<file path="config.mk">
export PLATFORM = sky130hd
export DESIGN_NAME = alu_muldiv_seq
export DESIGN_NICKNAME = d
export VERILOG_FILES = /design/src/rtl/alu_pkg.sv /design/src/rtl/muldiv_step.sv /design/src/rtl/alu_muldiv_seq.sv
export SDC_FILE = /design/constraint.sdc
export NUM_CORES = 1
export LEC_CHECK = 0
export CELL_PAD_IN_SITES_DETAIL_PLACEMENT = 1
export CELL_PAD_IN_SITES_GLOBAL_PLACEMENT = 1
export CORE_MARGIN = 8
export CORE_UTILIZATION = 40
export DETAILED_ROUTE_END_ITERATION = 8
export PLACE_DENSITY_LB_ADDON = 0.1
export SLEW_MARGIN = 20
export SYNTH_ARGS = -nofsm -noshare
export SYNTH_HDL_FRONTEND = slang
export SYNTH_HIERARCHICAL = 1
export SYNTH_SLANG_ARGS = --single-unit
</file>
<file path="constraint.sdc">
create_clock -name clk -period 3.3 [get_ports clk]
set_input_delay 0.66 -clock clk [delete_from_list [all_inputs] [get_ports clk]]
set_output_delay 0.66 -clock clk [all_outputs]
set_load 0.01 [all_outputs]
</file>
<file path="src/rtl/alu_pkg.sv">
// Shared constants and types for the EX-stage ALU and the iterative mul/div sequencer.
package alu_pkg;

    localparam logic [2:0] ALU_ADD = 3'b000;
    localparam logic [2:0] ALU_SUB = 3'b001;

    localparam logic [1:0] MD_MUL  = 2'b00;
    localparam logic [1:0] MD_DIVU = 2'b01;
    localparam logic [1:0] MD_REMU = 2'b10;

    typedef enum logic [1:0] {
        S_IDLE,
        S_RUN,
        S_DONE
    } state_t;

endpackage

</file>
<file path="src/rtl/muldiv_step.sv">
// One shift-add (MUL) or restoring-division (DIVU/REMU) iteration around the borrowed ALU.
module muldiv_step
    import alu_pkg::*;
(
    input  logic [1:0]  i_op,
    input  logic [31:0] i_acc,
    input  logic [31:0] i_mcand,
    input  logic [31:0] i_mplier,
    input  logic [31:0] i_rem,
    input  logic [31:0] i_quo,
    input  logic [31:0] i_alu_result,
    output logic [31:0] o_alu_a,
    output logic [31:0] o_alu_b,
    output logic [2:0]  o_alu_op,
    output logic [31:0] o_acc_nxt,
    output logic [31:0] o_mcand_nxt,
    output logic [31:0] o_mplier_nxt,
    output logic [31:0] o_rem_nxt,
    output logic [31:0] o_quo_nxt
);

    logic        w_is_mul;
    logic [31:0] w_rs;
    logic        w_top;
    logic        w_borrow;
    logic        w_ok;

    // For division the mcand register carries the divisor, which never shifts.
    always_comb begin
        w_is_mul = (i_op == MD_MUL);
        w_rs     = {i_rem[30:0], i_quo[31]};
        w_top    = i_rem[31];
        w_borrow = (~w_rs[31] & i_mcand[31]) |
                   (~(w_rs[31] ^ i_mcand[31]) & i_alu_result[31]);
        w_ok     = w_top | ~w_borrow;

        o_alu_a      = w_is_mul ? i_acc : w_rs;
        o_alu_b      = w_is_mul ? (i_mplier[0] ? i_mcand : 32'd0) : i_mcand;
        o_alu_op     = w_is_mul ? ALU_ADD : ALU_SUB;

        o_acc_nxt    = i_alu_result;
        o_mcand_nxt  = i_mcand << 1;
        o_mplier_nxt = i_mplier >> 1;
        o_rem_nxt    = w_ok ? i_alu_result : w_rs;
        o_quo_nxt    = {i_quo[30:0], w_ok};
    end

endmodule

</file>
<file path="src/rtl/alu_muldiv_seq.sv">
// Iterative MUL/DIVU/REMU sequencer that borrows the shared EX-stage ALU one granted cycle at a time.
//   state  | meaning
//   S_IDLE | waiting for a request, req_ready high
//   S_RUN  | iterating, requests ALU each cycle, commits on grant
//   S_DONE | result held on rsp_data until consumer handshake
module alu_muldiv_seq
    import alu_pkg::*;
#(
    parameter int XLEN  = 32,
    parameter int CNT_W = 5
) (
    input  logic            clk,
    input  logic            rst_n,
    input  logic            req_valid,
    output logic            req_ready,
    input  logic [1:0]      req_op,
    input  logic [XLEN-1:0] req_a,
    input  logic [XLEN-1:0] req_b,
    output logic            alu_req,
    input  logic            alu_grant,
    output logic [31:0]     alu_a,
    output logic [31:0]     alu_b,
    output logic [2:0]      alu_op,
    input  logic [31:0]     alu_result,
    output logic            rsp_valid,
    input  logic            rsp_ready,
    output logic [XLEN-1:0] rsp_data,
    output logic            busy
);

    localparam logic [CNT_W-1:0] CNT_LAST = {CNT_W{1'b1}};

    state_t           r_state;
    logic [1:0]       r_op;
    logic [CNT_W-1:0] r_cnt;
    logic [31:0]      r_acc;
    logic [31:0]      r_mcand;
    logic [31:0]      r_mplier;
    logic [31:0]      r_rem;
    logic [31:0]      r_quo;
    logic [31:0]      r_rsp_data;

    logic [31:0] w_alu_a;
    logic [31:0] w_alu_b;
    logic [2:0]  w_alu_op;
    logic [31:0] w_acc_nxt;
    logic [31:0] w_mcand_nxt;
    logic [31:0] w_mplier_nxt;
    logic [31:0] w_rem_nxt;
    logic [31:0] w_quo_nxt;
    logic        w_run;

    muldiv_step u_step (
        .i_op         (r_op),
        .i_acc        (r_acc),
        .i_mcand      (r_mcand),
        .i_mplier     (r_mplier),
        .i_rem        (r_rem),
        .i_quo        (r_quo),
        .i_alu_result (alu_result),
        .o_alu_a      (w_alu_a),
        .o_alu_b      (w_alu_b),
        .o_alu_op     (w_alu_op),
        .o_acc_nxt    (w_acc_nxt),
        .o_mcand_nxt  (w_mcand_nxt),
        .o_mplier_nxt (w_mplier_nxt),
        .o_rem_nxt    (w_rem_nxt),
        .o_quo_nxt    (w_quo_nxt)
    );

    assign w_run     = (r_state == S_RUN);
    assign req_ready = (r_state == S_IDLE);
    assign rsp_valid = (r_state == S_DONE);
    assign busy      = (r_state != S_IDLE);
    assign alu_req   = w_run;
    assign alu_a     = w_run ? w_alu_a  : 32'd0;
    assign alu_b     = w_run ? w_alu_b  : 32'd0;
    assign alu_op    = w_run ? w_alu_op : ALU_ADD;
    assign rsp_data  = r_rsp_data;

    always_ff @(posedge clk or negedge rst_n) begin
        if (!rst_n) begin
            r_state    <= S_IDLE;
            r_op       <= 2'b00;
            r_cnt      <= '0;
            r_acc      <= 32'd0;
            r_mcand    <= 32'd0;
            r_mplier   <= 32'd0;
            r_rem      <= 32'd0;
            r_quo      <= 32'd0;
            r_rsp_data <= 32'd0;
        end else begin
            case (r_state)
                S_IDLE: begin
                    if (req_valid) begin
                        r_op     <= req_op;
                        r_cnt    <= '0;
                        r_acc    <= 32'd0;
                        r_mcand  <= req_b;
                        r_mplier <= req_b;
                        r_rem    <= 32'd0;
                        r_quo    <= req_a;
                        case (req_op)
                            MD_MUL: begin
                                r_mcand <= req_a;
                                r_state <= S_RUN;
                            end
                            MD_DIVU, MD_REMU: begin
                                // Divide by zero resolves immediately without touching the ALU.
                                if (req_b == 32'd0) begin
                                    r_rsp_data <= (req_op == MD_DIVU) ? 32'hFFFF_FFFF : req_a;
                                    r_state    <= S_DONE;
                                end else begin
                                    r_state <= S_RUN;
                                end
                            end
                            default: begin
                                r_rsp_data <= 32'd0;
                                r_state    <= S_DONE;
                            end
                        endcase
                    end
                end
                S_RUN: begin
                    if (alu_grant) begin
                        r_cnt <= r_cnt + 1'b1;
                        if (r_op == MD_MUL) begin
                            r_acc    <= w_acc_nxt;
                            r_mcand  <= w_mcand_nxt;
                            r_mplier <= w_mplier_nxt;
                        end else begin
                            r_rem <= w_rem_nxt;
                            r_quo <= w_quo_nxt;
                        end
                        if (r_cnt == CNT_LAST) begin
                            case (r_op)
                                MD_MUL:  r_rsp_data <= w_acc_nxt;
                                MD_DIVU: r_rsp_data <= w_quo_nxt;
                                default: r_rsp_data <= w_rem_nxt;
                            endcase
                            r_state <= S_DONE;
                        end
                    end
                end
                S_DONE: begin
                    if (rsp_ready) r_state <= S_IDLE;
                end
                default: r_state <= S_IDLE;
            endcase
        end
    end

endmodule

</file>
==> metrics.md <==
| Metric | Value |
|---|---|
| Post-Synth Adder-Cell Area | `0.578%` |
| Top routing layer in use | `met4` |
| Synth cell count leaders | `nand2_1 (361), dfrtp_1 (201), o21ai_0 (163), buf_4 (133), mux2i_1 (96)` |
| Ranking of synthesized cells by area | `dfrtp_1 (39%), nand2_1 (10%), buf_4 (7.7%)` |
| Total Routed Length | `40.2 mm` |
| WL met3 | `1.66 mm` |
| Distinct cells, synth | `45` |
| Via count | `10300` |
| Run status | `completed` |
| Final Hold Fails | `0` |
| Area growth syn-to-layout | `17.9%` |
| Die Y | `196 µm` |
| DRT antenna net count | `0` |
| Finished Layout Cells | `2006` |
| CTS Buffer Depth | `3` |
| Largest family of logic cells by synthesized area | `simple AND/OR/NAND/NOR gates` |
| Pins Over Slew Limit | `0` |
| Primary FF master, synth | `dfrtp_1` |
| Synth Instances | `1518` |
| WL met2 | `18.0 mm` |
| Via density | `5.15` |
| Largest net degree at the start of global routing | `129` |
| Post-synth EDFFs | `0` |
| CTS Sinks | `201` |
| First-pass GRT wire length | `64.4 mm` |
| CP Capture Type | `primary output` |
| Cell Int Power | `8.69 mW` |
| Ys async rst share | `100%` |
| DR iter-0 viols | `654` |
| Fillers | `3723` |
| Count leader, synth | `nand2_1` |
| Syn Area/Cell | `8.55 µm²` |
| Maximum clock rate | `324 MHz` |
| Number of top-level pins | `206` |
| Final layout net count | `1657` |
| Starting Density | `40.2%` |
| CP Data Arrival Time | `2.43 ns` |
| Cell area after layout | `15300 µm²` |
| Worst slew pin tran | `1.04 ns` |
| Setup TNS | `0 ns` |
| WL met1 | `19.8 mm` |
| Clk_skew | `0.00962 ns` |
| Share of cells above drive strength 1 | `10.2%` |
| CP max stage delay | `0.48 ns` |
| Hpwl dp | `28.7 mm` |
| Area share of the largest cell type after synthesis | `38.7%` |
| Gpl congestion | `0.857` |
| Synthesized flop and latch total | `201` |
| Fin crit share | `93.6%` |
| CTS tree | `yes` |
| Combinational fraction of design power | `52.1%` |
| Total GRT Usage | `20.7%` |
| Final min period | `3.09 ns` |
| Sw Ratio | `41.6%` |
| Synth Area in Compound Gates | `12.8%` |
| Core area | `32300 µm²` |
| Yosys Warn Count | `6` |
| Slew margin rel. | `31.0%` |
| 1st-pass router iterations | `5` |
| Peak supply drop | `0.427 mV` |
| # DRC | `0` |
| Sequential area share after synthesis | `38.7%` |
| H-Tree Depth | `1` |
| Placed insts | `1963` |
| Slowest stage cell, crit path | `dfrtp_2` |
| Critical Path Fanout Max | `33` |
| Reg clk slew, reported paths | `0.06 ns` |
| Vias in the first global route | `10900` |
| Hold WC Path Type | `in2async` |
| CTS buffer count | `25` |
| RSZ-0062 raised after global routing | `false` |
| Dpl ws | `0.0788 ns` |
| Xor/xnor share of the synthesized area | `0%` |
| Leak | `6.88 nW` |
| Final WS setup | `0.210 ns` |
| Port Buffer Count | `203` |
| Width of the die | `196 µm` |
| Setup CP Type | `reg2out` |
| Clock root buffer | `clkbuf_16` |
| Power Dens Cells | `972 nW/µm²` |
| Worst Setup Start Kind | `flip-flop` |
| # rows | `66` |
| # setup viols final | `0` |
| Data required, critical path | `2.64 ns` |
| Seq pwr share | `29.9%` |
| Diode count | `0` |
| P_sw | `6.19 mW` |
| Die area | `38500 µm²` |
| Area after DPL | `14500 µm²` |
| Grt ovf | `0` |
| Synth area leader | `dfrtp_1` |
| Clock Latency Late Sink | `0.53 ns` |
| Worst path cell trace | `nor2_4, buf_12, mux2_2, and2_1, clkdlybuf4s50_1` |
| Wire per inst | `20.0 µm` |
| Initial antenna violation count | `0` |
| Maxcap violations | `0` |
| Area of the mapped netlist | `13000 µm²` |
| Post-synthesis simple-gate area fraction | `21.4%` |
| Clk pwr share | `18.0%` |
| Multiplexer share of the synthesized area | `14.5%` |
## stage by stage
stage | util (%) | power, mW | hold slack [ns]
after detailed placement | 45.0 | 12.3 | 0.469
after CTS | 47.4 | 15.1 | 0.163
after global routing | 47.4 | 16.1 | 0.189
final | 47.4 | 14.9 | 0.133
after global placement | 45.0 | 12.1 | 0.455
after floorplan | - | 10.2 | 0.364
## cell families (layout without fill, tap and decap cells)
logic type	count (synthesis)	after routing
compound gates	279	279
fa+ha+maj	6	6
buf+inv	254	297
flops	201	201
mux	161	161
other cells	1	4
simple gates	616	616
## cell usage in the layout (no fill, tap or decap), types with 34 or more instances in the layout
cell type,instances
nand2_1,361
clkdlybuf4s50_1,202
dfrtp_1,198
o21ai_0,163
mux2i_1,96
nor2_1,68
and2_1,68
nor2b_1,64
mux2_4,50
a21oi_1,34
## path summary, 6_finish.rpt
path / start / endpoint / slack (ns) / depth (start not counted)
worst min-delay path: rst_n / r_mcand[26] / 0.13 / 1
worst max-delay path: r_op[1] / alu_a[28] / 0.21 / 5
max in group asynchronous: rst_n / r_op[0] / 2.30 / 2
min in group clk: r_acc[23] / r_acc[23] / 0.48 / 2
worst min register to register: r_acc[23] / r_acc[23] / 0.48 / 2
worst max register to register: r_mcand[31] / rsp_data[11] / 0.77 / 9
## cell type report
| class | count | area (µm²) | share of cell area (%) |
|---|---|---|---|
| Sequential cell | 201 | 5030 | 32.9 |
| Multi-Input combinational cell | 1066 | 6440 | 42.1 |
| Tap cell | 442 | 553 | 3.61 |
| Timing Repair Buffer | 244 | 2460 | 16.0 |
| Clock inverter | 9 | 101 | 0.662 |
| Inverter | 10 | 45.0 | 0.294 |
| Clock buffer | 34 | 679 | 4.44 |
## state kept, by name, summed over array words and instances (netlist names)
signal / cells
r_state: 2
r_cnt: 5
r_rem: 32
r_acc: 32
r_quo: 32
r_mplier: 32
r_mcand: 32
r_op: 2
rsp_data: 32
## power by group through the flow
stage | combinational, mW | clock [mW] | sequential (mW)
CTS | 7.88 | 2.76 | 4.46
floorplan | 5.98 | 0 | 4.20
finish | 7.75 | 2.68 | 4.45
global route | 8.62 | 2.84 | 4.60
detailed placement | 7.82 | 0 | 4.48
global placement | 7.64 | 0 | 4.46
## critical path, delay by kind of cell, from the launching register on
family / cells / cell delay (ns)
DFF: 1 / 0.48
muxes: 1 / 0.38
buffers and inverters: 2 / 0.72
and+or+nand+nor: 2 / 0.29
## what timing repair did
item | CTS | global route
resized for setup | 0 | 1
setup buffers | 0 | 0
hold buffers | 0 | 0
endpoints found under the setup margin | 0 | 32
## per-layer routing
metal	vias to the layer above	track usage [%]
met5	-	0
met1	5063	29.9
li1	5020	-
met2	197	32.5
met3	46	3.19
met4	0	4.15
(Power assumes the default switching activity.)
